<file path="src/rtl/cpu_defs.sv">
// Shared constants and types for the P8 fetch stage.
package cpu_defs;

  localparam logic [31:0] RESET_PC = 32'h0000_3000;
  localparam logic [31:0] EXC_PC   = 32'h0000_4180;
  localparam logic [31:0] IM_BASE  = 32'h0000_3000;
  localparam logic [31:0] IM_LIMIT = 32'h0000_6FFF;

  localparam logic [4:0] EXC_NONE = 5'd0;
  localparam logic [4:0] EXC_ADEL = 5'd4;

  // REQ: requesting, HOLD: word buffered while D stalls, DRAIN: discarding a pending fetch
  typedef enum logic [1:0] {
    REQ   = 2'd0,
    HOLD  = 2'd1,
    DRAIN = 2'd2
  } fetch_state_e;

endpackage

</file>
<file path="src/rtl/f_fetch_fsm.sv">
// Fetch controller: state register, fault/completion decode, memory request and busy.
module f_fetch_fsm
  import cpu_defs::*;
(
  input  logic         clk,
  input  logic         reset,
  input  logic [31:0]  pc_i,
  input  logic         im_ready_i,
  input  logic         d_stall_i,
  input  logic         req_i,
  output fetch_state_e state_o,
  output logic         fault_o,
  output logic         complete_o,
  output logic         release_o,
  output logic         im_req_o,
  output logic         busy_o
);

  fetch_state_e state_q, state_d;
  logic         pc_bad;

  assign pc_bad = (pc_i[1:0] != 2'b00) || (pc_i < IM_BASE) || (pc_i > IM_LIMIT);

  // State register; asynchronous reset returns to requesting
  always_ff @(posedge clk or negedge reset) begin
    if (!reset) state_q <= REQ;
    else        state_q <= state_d;
  end

  // Decode completion, request/busy outputs and the next state
  always_comb begin
    state_d    = state_q;
    fault_o    = 1'b0;
    complete_o = 1'b0;
    release_o  = 1'b0;
    im_req_o   = 1'b0;
    busy_o     = 1'b0;
    unique case (state_q)
      REQ: begin
        fault_o    = pc_bad;
        complete_o = pc_bad || im_ready_i;
        im_req_o   = !pc_bad;
        busy_o     = !complete_o;
        release_o  = complete_o && !d_stall_i;
        if (req_i)            state_d = complete_o ? REQ : DRAIN;
        else if (complete_o)  state_d = d_stall_i ? HOLD : REQ;
      end
      HOLD: begin
        release_o = !d_stall_i;
        if (req_i || !d_stall_i) state_d = REQ;
      end
      DRAIN: begin
        im_req_o = 1'b1;
        busy_o   = 1'b1;
        if (im_ready_i) state_d = REQ;
      end
      default: state_d = REQ;
    endcase
  end

  assign state_o = state_q;

endmodule

</file>
<file path="src/rtl/f_fetch_unit.sv">
// Fetch stage: PC register, skid buffer, drain address and the F/D pipeline register.
module f_fetch_unit
  import cpu_defs::*;
(
  input  logic        clk,
  input  logic        reset,
  input  logic [31:0] F_newPC,
  input  logic        D_Stall,
  input  logic        D_isJump,
  input  logic        D_eret,
  input  logic [31:0] EPC,
  input  logic        Req,
  output logic        im_req,
  output logic [31:0] im_addr,
  input  logic        im_ready,
  input  logic [31:0] im_rdata,
  output logic [31:0] F_PC,
  output logic        F_busy,
  output logic [31:0] D_Instr,
  output logic [31:0] D_PC,
  output logic        D_valid,
  output logic        D_BD,
  output logic [4:0]  D_ExcCode
);

  fetch_state_e state;
  logic         fault, complete, release_fd;

  logic [31:0] pc_q, pc_d;
  logic [31:0] drain_addr_q, drain_addr_d;
  logic [31:0] buf_instr_q, buf_instr_d;
  logic [4:0]  buf_code_q, buf_code_d;
  logic        buf_bd_q, buf_bd_d;
  logic [31:0] d_instr_q, d_instr_d;
  logic [31:0] d_pc_q, d_pc_d;
  logic        d_valid_q, d_valid_d;
  logic        d_bd_q, d_bd_d;
  logic [4:0]  d_code_q, d_code_d;

  // Word/code/BD of the fetch currently completing (faults deliver a zero word)
  logic [31:0] fetch_instr;
  logic [4:0]  fetch_code;

  f_fetch_fsm u_fsm (
    .clk        (clk),
    .reset      (reset),
    .pc_i       (pc_q),
    .im_ready_i (im_ready),
    .d_stall_i  (D_Stall),
    .req_i      (Req),
    .state_o    (state),
    .fault_o    (fault),
    .complete_o (complete),
    .release_o  (release_fd),
    .im_req_o   (im_req),
    .busy_o     (F_busy)
  );

  assign fetch_instr = fault ? 32'h0 : im_rdata;
  assign fetch_code  = fault ? EXC_ADEL : EXC_NONE;

  // In DRAIN the abandoned address stays on the bus until memory accepts it
  assign im_addr = (state == DRAIN) ? drain_addr_q : pc_q;

  // Next-state for PC, skid buffer and F/D register; Req beats eret beats normal load
  always_comb begin
    pc_d         = pc_q;
    drain_addr_d = drain_addr_q;
    buf_instr_d  = buf_instr_q;
    buf_code_d   = buf_code_q;
    buf_bd_d     = buf_bd_q;
    d_instr_d    = d_instr_q;
    d_pc_d       = d_pc_q;
    d_valid_d    = d_valid_q;
    d_bd_d       = d_bd_q;
    d_code_d     = d_code_q;

    if (state == REQ && Req && !complete) drain_addr_d = pc_q;

    if (state == REQ && complete && D_Stall && !Req) begin
      buf_instr_d = fetch_instr;
      buf_code_d  = fetch_code;
      buf_bd_d    = D_isJump;
    end

    if (Req || (release_fd && D_eret)) begin
      pc_d      = Req ? EXC_PC : EPC;
      d_instr_d = 32'h0;
      d_valid_d = 1'b0;
      d_bd_d    = 1'b0;
      d_code_d  = EXC_NONE;
    end else if (release_fd) begin
      pc_d      = F_newPC;
      d_pc_d    = pc_q;
      d_valid_d = 1'b1;
      if (state == HOLD) begin
        d_instr_d = buf_instr_q;
        d_code_d  = buf_code_q;
        d_bd_d    = buf_bd_q;
      end else begin
        d_instr_d = fetch_instr;
        d_code_d  = fetch_code;
        d_bd_d    = D_isJump;
      end
    end
  end

  // Register update with asynchronous reset to the power-on fetch state
  always_ff @(posedge clk or negedge reset) begin
    if (!reset) begin
      pc_q         <= RESET_PC;
      drain_addr_q <= 32'h0;
      buf_instr_q  <= 32'h0;
      buf_code_q   <= EXC_NONE;
      buf_bd_q     <= 1'b0;
      d_instr_q    <= 32'h0;
      d_pc_q       <= 32'h0;
      d_valid_q    <= 1'b0;
      d_bd_q       <= 1'b0;
      d_code_q     <= EXC_NONE;
    end else begin
      pc_q         <= pc_d;
      drain_addr_q <= drain_addr_d;
      buf_instr_q  <= buf_instr_d;
      buf_code_q   <= buf_code_d;
      buf_bd_q     <= buf_bd_d;
      d_instr_q    <= d_instr_d;
      d_pc_q       <= d_pc_d;
      d_valid_q    <= d_valid_d;
      d_bd_q       <= d_bd_d;
      d_code_q     <= d_code_d;
    end
  end

  assign F_PC      = pc_q;
  assign D_Instr   = d_instr_q;
  assign D_PC      = d_pc_q;
  assign D_valid   = d_valid_q;
  assign D_BD      = d_bd_q;
  assign D_ExcCode = d_code_q;

endmodule

</file>
<file path="config.mk">
export PLATFORM = sky130hd
export DESIGN_NAME = f_fetch_unit
export DESIGN_NICKNAME = d
export VERILOG_FILES = /design/src/rtl/cpu_defs.sv /design/src/rtl/f_fetch_fsm.sv /design/src/rtl/f_fetch_unit.sv
export SDC_FILE = /design/constraint.sdc
export NUM_CORES = 1
export LEC_CHECK = 0
export ABC_AREA = 1
export CAP_MARGIN = 0
export CORE_MARGIN = 5
export CORE_UTILIZATION = 40
export DETAILED_ROUTE_END_ITERATION = 8
export PLACE_DENSITY = 0.82
export SLEW_MARGIN = 30
export SYNTH_ARGS = -nofsm -noshare
export SYNTH_HDL_FRONTEND = slang
export SYNTH_SLANG_ARGS = --single-unit
</file>
<file path="constraint.sdc">
create_clock -name clk -period 2.9 [get_ports clk]
set_input_delay 0.58 -clock clk [delete_from_list [all_inputs] [get_ports clk]]
set_output_delay 0.58 -clock clk [all_outputs]
set_load 0.05 [all_outputs]
</file>
Yosys cells after proc, flatten, opt, wreduce, memory -nomap -nowiden
Cells that the tools add are included.

Register bits: 175. Latch bits: 0. RAM bits: 0. Bits in read-only memories: 0. Input port bits: 103. Output and inout port bits: 137. Logic and storage cells: 70. Memories kept: 0.

$add $sub $neg: 0. Multiply operators: 0. Div/mod/pow operators: 0. Magnitude comparators: 2. Equality and inequality tests: 5. Shift-type cells: 0. Mux-type cells: 29. Bitwise gates (word level): 1. Reduce and logical (&&, ||, !) cells: 22.

Operators with widths (count): 32-bit two-way mux (8); 32-bit by 15-bit > comparator with 1-bit output (second input constant) (1); 32-bit by 14-bit less-than comparator with 1-bit output (second input constant) (1); 5-bit two-way mux (3); 2-bit two-way mux (5); 1-bit two-way mux (8); 1-bit logical AND (7); 1-bit case mux with 2 select lines (3); 2-bit case mux with 3 select lines (1); 1-bit logical NOT (5); 1-bit logical OR (5); 2-bit nonzero test (2); 3-bit two-way mux (1); 3-bit by 2-bit inequality test with 1-bit output (second input constant) (1); 3-bit AND reduction (1); 2-bit by 1-bit == test with 1-bit output (second input constant) (1); 2-bit == test (second input constant) (1); 2-bit logical NOT (1); 2-bit by 1-bit inequality test with 1-bit output (second input constant) (1); 2-bit inequality test (second input constant) (1); 2-bit AND reduction (1); 1-bit NOT (1).

Longest topological paths before layout
Gate-level depths: netlist of the first run.

Depth in word-level cells: 10. Gate-level depth with buffers: 14. Gate-level depth less buffers: 12.

Cells and area by module
Synthesis of the first run repeated with hierarchy kept, for this count alone.

Cells, all modules: 1076. Area total of the unflattened synthesis: 8099.0 um^2.

Modules (own cells, without submodules): f_fetch_unit (times used 1, cells an instance 1004, area each 7763.7 um^2, sequential area each 4131.5 um^2); f_fetch_fsm (times used 1, cells an instance 72, area each 335.3 um^2, sequential area each 50.0 um^2).

Least setup slack after synthesis of the first run
No wires, ideal clock.

Path kind: reg-to-output. From: reg u_fsm.state_q[1] (netlist: u_fsm.state_o[1]). To: out im_addr[0]. Arrival time: 1.999 ns. Required time: 2.320 ns. Slack: 0.321 ns. Stages on the path, launching flop included: 6. Buffers on the path: 2. Path through: dfrtp_1 -> inv_2 -> nor2_1 -> clkbuf_1 -> clkbuf_1 -> o21ai_0.

Word-level cells in the longest chain between the ends: 2.

RTL lines: from (decl) (line f_fetch_fsm.sv:19) `fetch_state_e state_q, state_d;`; from (signal assigned) (line f_fetch_fsm.sv:27) `else state_q <= state_d;`; 2-bit == test (line f_fetch_unit.sv:63) `assign im_addr = (state == DRAIN) ? drain_addr_q : pc_q;`; 32-bit two-way mux (line f_fetch_unit.sv:63); to (decl) (line f_fetch_unit.sv:14) `output logic [31:0] im_addr,`.

Every way passes these cells.

Worst setup path after layout of the first run
From: reg pc_q[13] (netlist: F_PC[13]). To: out F_busy.

Word-level cells in the longest chain between the ends: 6. Elaborated cells between the ends (all ways): 7. Those cells by class: order compare (2); mux (1); reduce/logical (4).

RTL lines: from (decl) (line f_fetch_unit.sv:29) `logic [31:0] pc_q, pc_d;`; from (signal assigned) (line f_fetch_unit.sv:122) `pc_q <= pc_d;`; 32-bit by 14-bit less-than comparator with 1-bit output (line f_fetch_fsm.sv:22) `assign pc_bad = (pc_i[1:0] != 2'b00) || (pc_i < IM_BASE) || (pc_i > IM_LIMIT);`; 1-bit logical OR (line f_fetch_fsm.sv:22); 1-bit logical OR * (line f_fetch_fsm.sv:22); 1-bit logical OR * (line f_fetch_fsm.sv:41) `complete_o = pc_bad || im_ready_i;`; 1-bit logical NOT * (line f_fetch_fsm.sv:43) `busy_o = !complete_o;`; 1-bit case mux with 2 select lines * (line f_fetch_fsm.sv:38) `unique case (state_q)`; to (decl) (line f_fetch_unit.sv:18) `output logic F_busy,`.

Every way passes the cells marked *; elsewhere a longest branch is shown, timed or not.

==> reports/qor.yml, run 1 <==
status: "complete, no violations"
track_usage: 0.202
worstPathMaxFanout: 4
post_synth_num_cell_types: 27
route.met2.wl_mm: 11.1
met3_length_mm: 1.68
drt_iter0_markers: 319
path_class: "reg -> out"
gp_congestion: 0.847
p_sw_mw: 2.21
min_path_type: "in -> async"
io-pin-count: 240
ir_worst_vdd_mv: 0.399
comb_power_share: 0.258
highest_layer: "met5"
rr_worst_depth: 10
power_density_nw_per_um2: 604
synth.avg_cell_area_um2: 8.05
cts.sinks: 167
place_ws_ns: 0.556
grt_setup_unrepaired: "false"
design.die.area_um2: 22400
drive_above_1_share: 0.116
die_h_um: 150
cts_setup_buffers: 0
critPathArrivalTime_ns: 2.03
drt_wl_total_mm: 22.9
nFillCells: 1722
synthCells: 970
grt.overflow.total: 0
dp_hpwl_mm: 16.1
grt_max_degree: 66
clock_path_buffers: 2
fin_tns_setup_ns: 0
setup_violations: 0
crit_path_end_kind: "output port"
fin_crit_sh: 0.900
avgViaCountPerCell: 4.79
fmax_mhz: 383
finClkSkew_ns: 0.00989
drtPass1Iterations: 5
p_leak_nw: 5.22
slew_headroom: 0.562
antenna_found_initial: 3
worst_slew_pin_slew_ns: 0.654
die_x_um: 150
hold_viol_final: 0
postRouteAntennaNets: 0
syn_to_final_growth_pct: 41.4
synth_area_leader_cell: "dfrtp_1"
met1_length_mm: 9.65
post_dp_cell_area_um2: 10500
holdBufCountCts: 0
yosys-top-cells-area: "dfrtp_1 53%, o21ai_0 12%, nand2_1 10%"
initial_utilization: 0.404
ys_seq_elements: 167
drt-wirelength-per-cell_um: 15.7
cts_htree_levels: 4
grt_pass1_wl_mm: 35.6
io_buffers: 235
core_um2: 19300
swShare: 0.332
yosys_warnings: 0
yosysSeqAreaShare: 0.535
cts_buffers: 17
final_util: 0.571
cp.required_ns: 2.32
synth_top_area_frac: 0.529
cap_violations: 0
final_common_cell: "nand2_1"
maxSlewViolCount: 0
netlist_area_um2: 7810
finish.instance_area_um2: 11000
num_rows: 51
r2r_start: "F_PC[13]"
grt_pass1_vias: 6927
cp-startpoint: "F_PC[13]"
fin_crit_ns: 2.61
seq_power_share: 0.403
p_clk_frac: 0.339
cts_root_buffer: "clkbuf_16"
critPathLaunchType: "flop"
insertion_delay_ns: 0.42
nets: 1285
intPower_mw: 4.45
drc: 0
cts_tree: "yes"
vias: 6993
final_cell_mix: "209 x nand2_1, 200 x clkdlybuf4s50_1, 184 x o21ai_0, 165 x dfrtp_1, 151 x inv_1"
clk_pin_slew_ns: 0.07
cts_resized: 0
timing.final.ws_setup_ns: 0.291
-- power groups by stage --
stage                     registers [mW]  clock network [mW]  logic [mW]
after floorplan                     3.11                   0       0.640
after global placement              2.72                   0        1.70
after detailed placement            2.73                   0        1.72
after CTS                           2.69                2.31        1.73
after global routing                2.71                2.42        1.85
final                               2.69                2.26        1.72
-- worst max-delay path: stages (launching register included) --
cell and delay [ns]:
dfstp_2 0.58, nand2_1 0.07, nand2_1 0.06, nand3_1 0.15, nor2_4 0.20, nand2_2 0.10, a21oi_1 0.27, buf_12 0.18
-- flip-flops by register name, indices dropped and copies added (netlist names) --
name	cells
D_Instr	32
D_PC	32
F_PC	32
buf_instr_q	32
drain_addr_q	32
u_fsm.state_o	2
D_BD	1
D_ExcCode	1
D_valid	1
buf_bd_q	1
buf_code_q	1
-- synthesized netlist by cell type --
master / n
conb_1: 1
dfrtp_1: 165
a21oi_1: 5
nand2_1: 209
nor2_1: 50
nand3_2: 11
nand2_2: 3
buf_2: 23
inv_2: 4
nand4_2: 1
or2_2: 29
nand4_1: 4
buf_6: 3
o31ai_1: 1
buf_1: 2
inv_1: 151
nand3_1: 59
nand2_4: 2
o21ai_1: 22
clkinv_1: 1
nor2_4: 1
dfstp_2: 2
clkbuf_1: 27
buf_4: 7
nor2_2: 1
o21ai_0: 184
nor3_1: 2
-- final timing paths --
check | to | slack, ns
max | F_busy | 0.29
min | drain_addr_q[28] | 0.16
max reg2reg | F_PC[16] | 0.66
min reg2reg | drain_addr_q[1] | 0.47
max in group asynchronous | F_PC[16] | 1.99
min in group clk | drain_addr_q[1] | 0.47
-- final cells by class --
type	instances	area, µm²	share of cell area
Tap cell	265	332	0.0300
Timing Repair Buffer	252	2580	0.234
Clock inverter	13	146	0.0133
Antenna cell	2	5.00	0.000453
Multi-Input combinational cell	588	2770	0.251
Inverter	156	586	0.0530
Sequential cell	167	4180	0.379
Clock buffer	18	439	0.0398
-- per-layer routing --
metal	up-vias	track usage
met5	-	0
met3	30	0.0494
li1	3448	-
met2	245	0.336
met4	2	0.0691
met1	3268	0.258
-- logic make-up after synthesis --
| group | Yosys count | synth area share |
|---|---|---|
| other | 1 | 0.000480 |
| buffers and inverters | 218 | 0.115 |
| flip-flops | 167 | 0.535 |
| AND/OR/NAND/NOR | 372 | 0.213 |
| AO/OA/AOI/OAI | 212 | 0.136 |
-- through the flow --
step           instances  total power, mW  hold slack (ns)
6_report            1461             6.66            0.157
2_1_floorplan        973             3.75            0.284
3_5_place_dp        1428             4.45            0.453
3_3_place_gp        1428             4.42            0.449
4_1_cts             1459             6.73            0.174
5_1_grt             1461             6.98            0.209
No activity file was read; power rests on OpenSTA's default activity.
==> run 2: changes to the inputs <==
--- a/config.mk
+++ b/config.mk
@@ -9,6 +9,7 @@
 export CAP_MARGIN = 0
 export CORE_MARGIN = 5
 export CORE_UTILIZATION = 40
+export CTS_CLUSTER_SIZE = 25
 export DETAILED_ROUTE_END_ITERATION = 8
 export PLACE_DENSITY = 0.82
 export SLEW_MARGIN = 30
==> results of run 2 <==
No change in the layout: final DEF, timing and power equal those of run 1.
==> run 3: changes to the inputs <==
--- a/config.mk
+++ b/config.mk
@@ -7,11 +7,10 @@
 export LEC_CHECK = 0
 export ABC_AREA = 1
 export CAP_MARGIN = 0
-export CORE_MARGIN = 5
-export CORE_UTILIZATION = 40
+export CORE_UTILIZATION = 50
 export CTS_CLUSTER_SIZE = 25
 export DETAILED_ROUTE_END_ITERATION = 8
-export PLACE_DENSITY = 0.82
+export PLACE_DENSITY = 0.95
 export SLEW_MARGIN = 30
 export SYNTH_ARGS = -nofsm -noshare
 export SYNTH_HDL_FRONTEND = slang
==> reports/qor.yml, run 3 (same netlist as run 1, synthesis figures left out) <==
drc: 0  # unchanged
antenna_found_initial: 1  # -2
die_h_um: 127  # -15%
critPathLaunchType: "flop"
dp_cells: 1351  # -5.4%
cp.required_ns: 2.32  # about the same
setup_violations: 0  # unchanged
grt.overflow.total: 0  # unchanged
clk_pin_slew_ns: 0.06  # about the same
critPathArrivalTime_ns: 2.25  # +0.22 ns
nets: 1286  # +0.078%
drtPass1Iterations: 5  # unchanged
worstPathMaxFanout: 13  # +9
gp_congestion: 0.830  # -2.0%
drt_iter0_markers: 585  # +83%
cts_tree: "yes"
drt_wl_total_mm: 22.8  # -0.43%
rrSetupSlack_ns: 0.55  # -0.11 ns
die_x_um: 127  # -15%
final_common_cell: "nand2_1"
avgViaCountPerCell: 5.36  # +12%
ir_worst_vdd_mv: 0.407  # +2.0%
hold-worst-slack_ns: 0.0495  # -0.107 ns
postRouteAntennaNets: 0  # unchanged
final_cell_mix: "209 x nand2_1, 206 x clkdlybuf4s50_1, 184 x o21ai_0, 165 x dfrtp_1, 151 x inv_1"
crit_path_end_kind: "output port"
cts_root_buffer: "clkbuf_16"
io-pin-count: 240  # unchanged
slew_headroom: 0.609  # +0.0468
core_um2: 15200  # -21%
cpPeakStageDelay_ns: 0.83  # +0.25 ns
slowest_stage: "clkdlybuf4s50_1"
worst_slew_pin_slew_ns: 0.586  # -0.0679 ns
syn_to_final_growth_pct: 39.5
final_util: 0.716  # +0.145
track_usage: 0.293  # +0.0915
cts_setup_buffers: 0  # unchanged
design.die.area_um2: 16100  # -28%
initial_utilization: 0.514  # +0.110
finClkSkew_ns: 0.00820  # -0.00169 ns
crit_chain: "nor2_4 > nand2_1 > o21ai_0 > clkdlybuf4s50_1"
maxSlewViolCount: 0  # unchanged
dp_hpwl_mm: 15.4  # -4.2%
grt_max_degree: 103  # +56%
path_buf_inv: 1  # unchanged
cts.sinks: 167  # unchanged
cts_buffers: 17  # unchanged
grt_pass1_wl_mm: 36.7  # +3.0%
grt_pass1_vias: 7475  # +7.9%
cts_htree_levels: 4  # unchanged
power_density_nw_per_um2: 623  # +3.3%
fin_crit_ns: 2.83  # +0.225 ns
p_leak_nw: 5.22  # about the same
clock_path_buffers: 2  # unchanged
io_buffers: 235  # unchanged
num_rows: 45  # -12%
hold_viol_final: 0  # unchanged
drt-wirelength-per-cell_um: 16.5  # +5.0%
status: "complete, no violations"
drive_above_1_share: 0.106  # -0.0102
grt_setup_unrepaired: "false"
cap_violations: 0  # unchanged
fmax_mhz: 353  # -7.9%
insertion_delay_ns: 0.42  # about the same
path_class: "reg -> out"
fin_crit_sh: 0.977  # +0.0774
crit_family: "buffers and inverters"
layoutNonFillerInstCount: 1385  # -5.2%
vias: 7417  # +6.1%
fin_tns_setup_ns: 0  # unchanged
min_path_type: "in -> async"
## run 3: cell type report
| type | instances | area (µm²) |
|---|---|---|
| Antenna cell | 1 | 2.50 |
| Clock buffer | 24 | 472 |
| Timing Repair Buffer | 252 | 2500 |
| Sequential cell | 167 | 4180 |
| Inverter | 156 | 586 |
| Clock inverter | 8 | 149 |
| Fill cell | 1109 | 4310 |
| Tap cell | 188 | 235 |
| Multi-Input combinational cell | 589 | 2770 |
## run 3: path summary, 6_finish.rpt
path                             startpoint         endpoint  cells past startpoint
max reg2reg                         F_PC[0]          F_PC[1]                     13
min in group clk            drain_addr_q[1]  drain_addr_q[1]                      2
max                        u_fsm.state_o[0]      im_addr[23]                      4
min reg2reg                 drain_addr_q[1]  drain_addr_q[1]                      2
min                                   reset         D_PC[24]                      1
max in group asynchronous             reset  drain_addr_q[2]                      2
## run 3: repair_timing
action                                 CTS  global route
cloned                                   1             0
gates resized for setup                  1             2
setup endpoints to repair                9             2
endpoints found under the hold margin    0             0
hold buffers                             0             0
## run 3: layer usage
layer | part of all wire | vias to the layer above | routed length [µm] | GRT usage
met1 | 0.39 | 3522 | 8880 | 0.348
met4 | 0.035 | 0 | 797 | 0.146
met2 | 0.50 | 384 | 11500 | 0.510
met5 | 0 | - | 0 | 0
met3 | 0.071 | 70 | 1620 | 0.0586
li1 | - | 3441 | - | -
## run 3: stage by stage
stage          area [µm²]  worst slack, ns  total power, mW
2_1_floorplan        7820            0.321             3.75
3_3_place_gp        10300            0.500             4.37
3_5_place_dp        10300            0.419             4.43
4_1_cts             10900           0.0475             6.82
5_1_grt             10900           0.0103             7.07
6_report            10900           0.0663             6.79
## run 3: report_power, final
part	internal, mW	leakage (nW)	switching (mW)
logic	0.573	2.68	1.14
registers	2.56	2.24	0.131
clock network	1.49	0.295	0.892
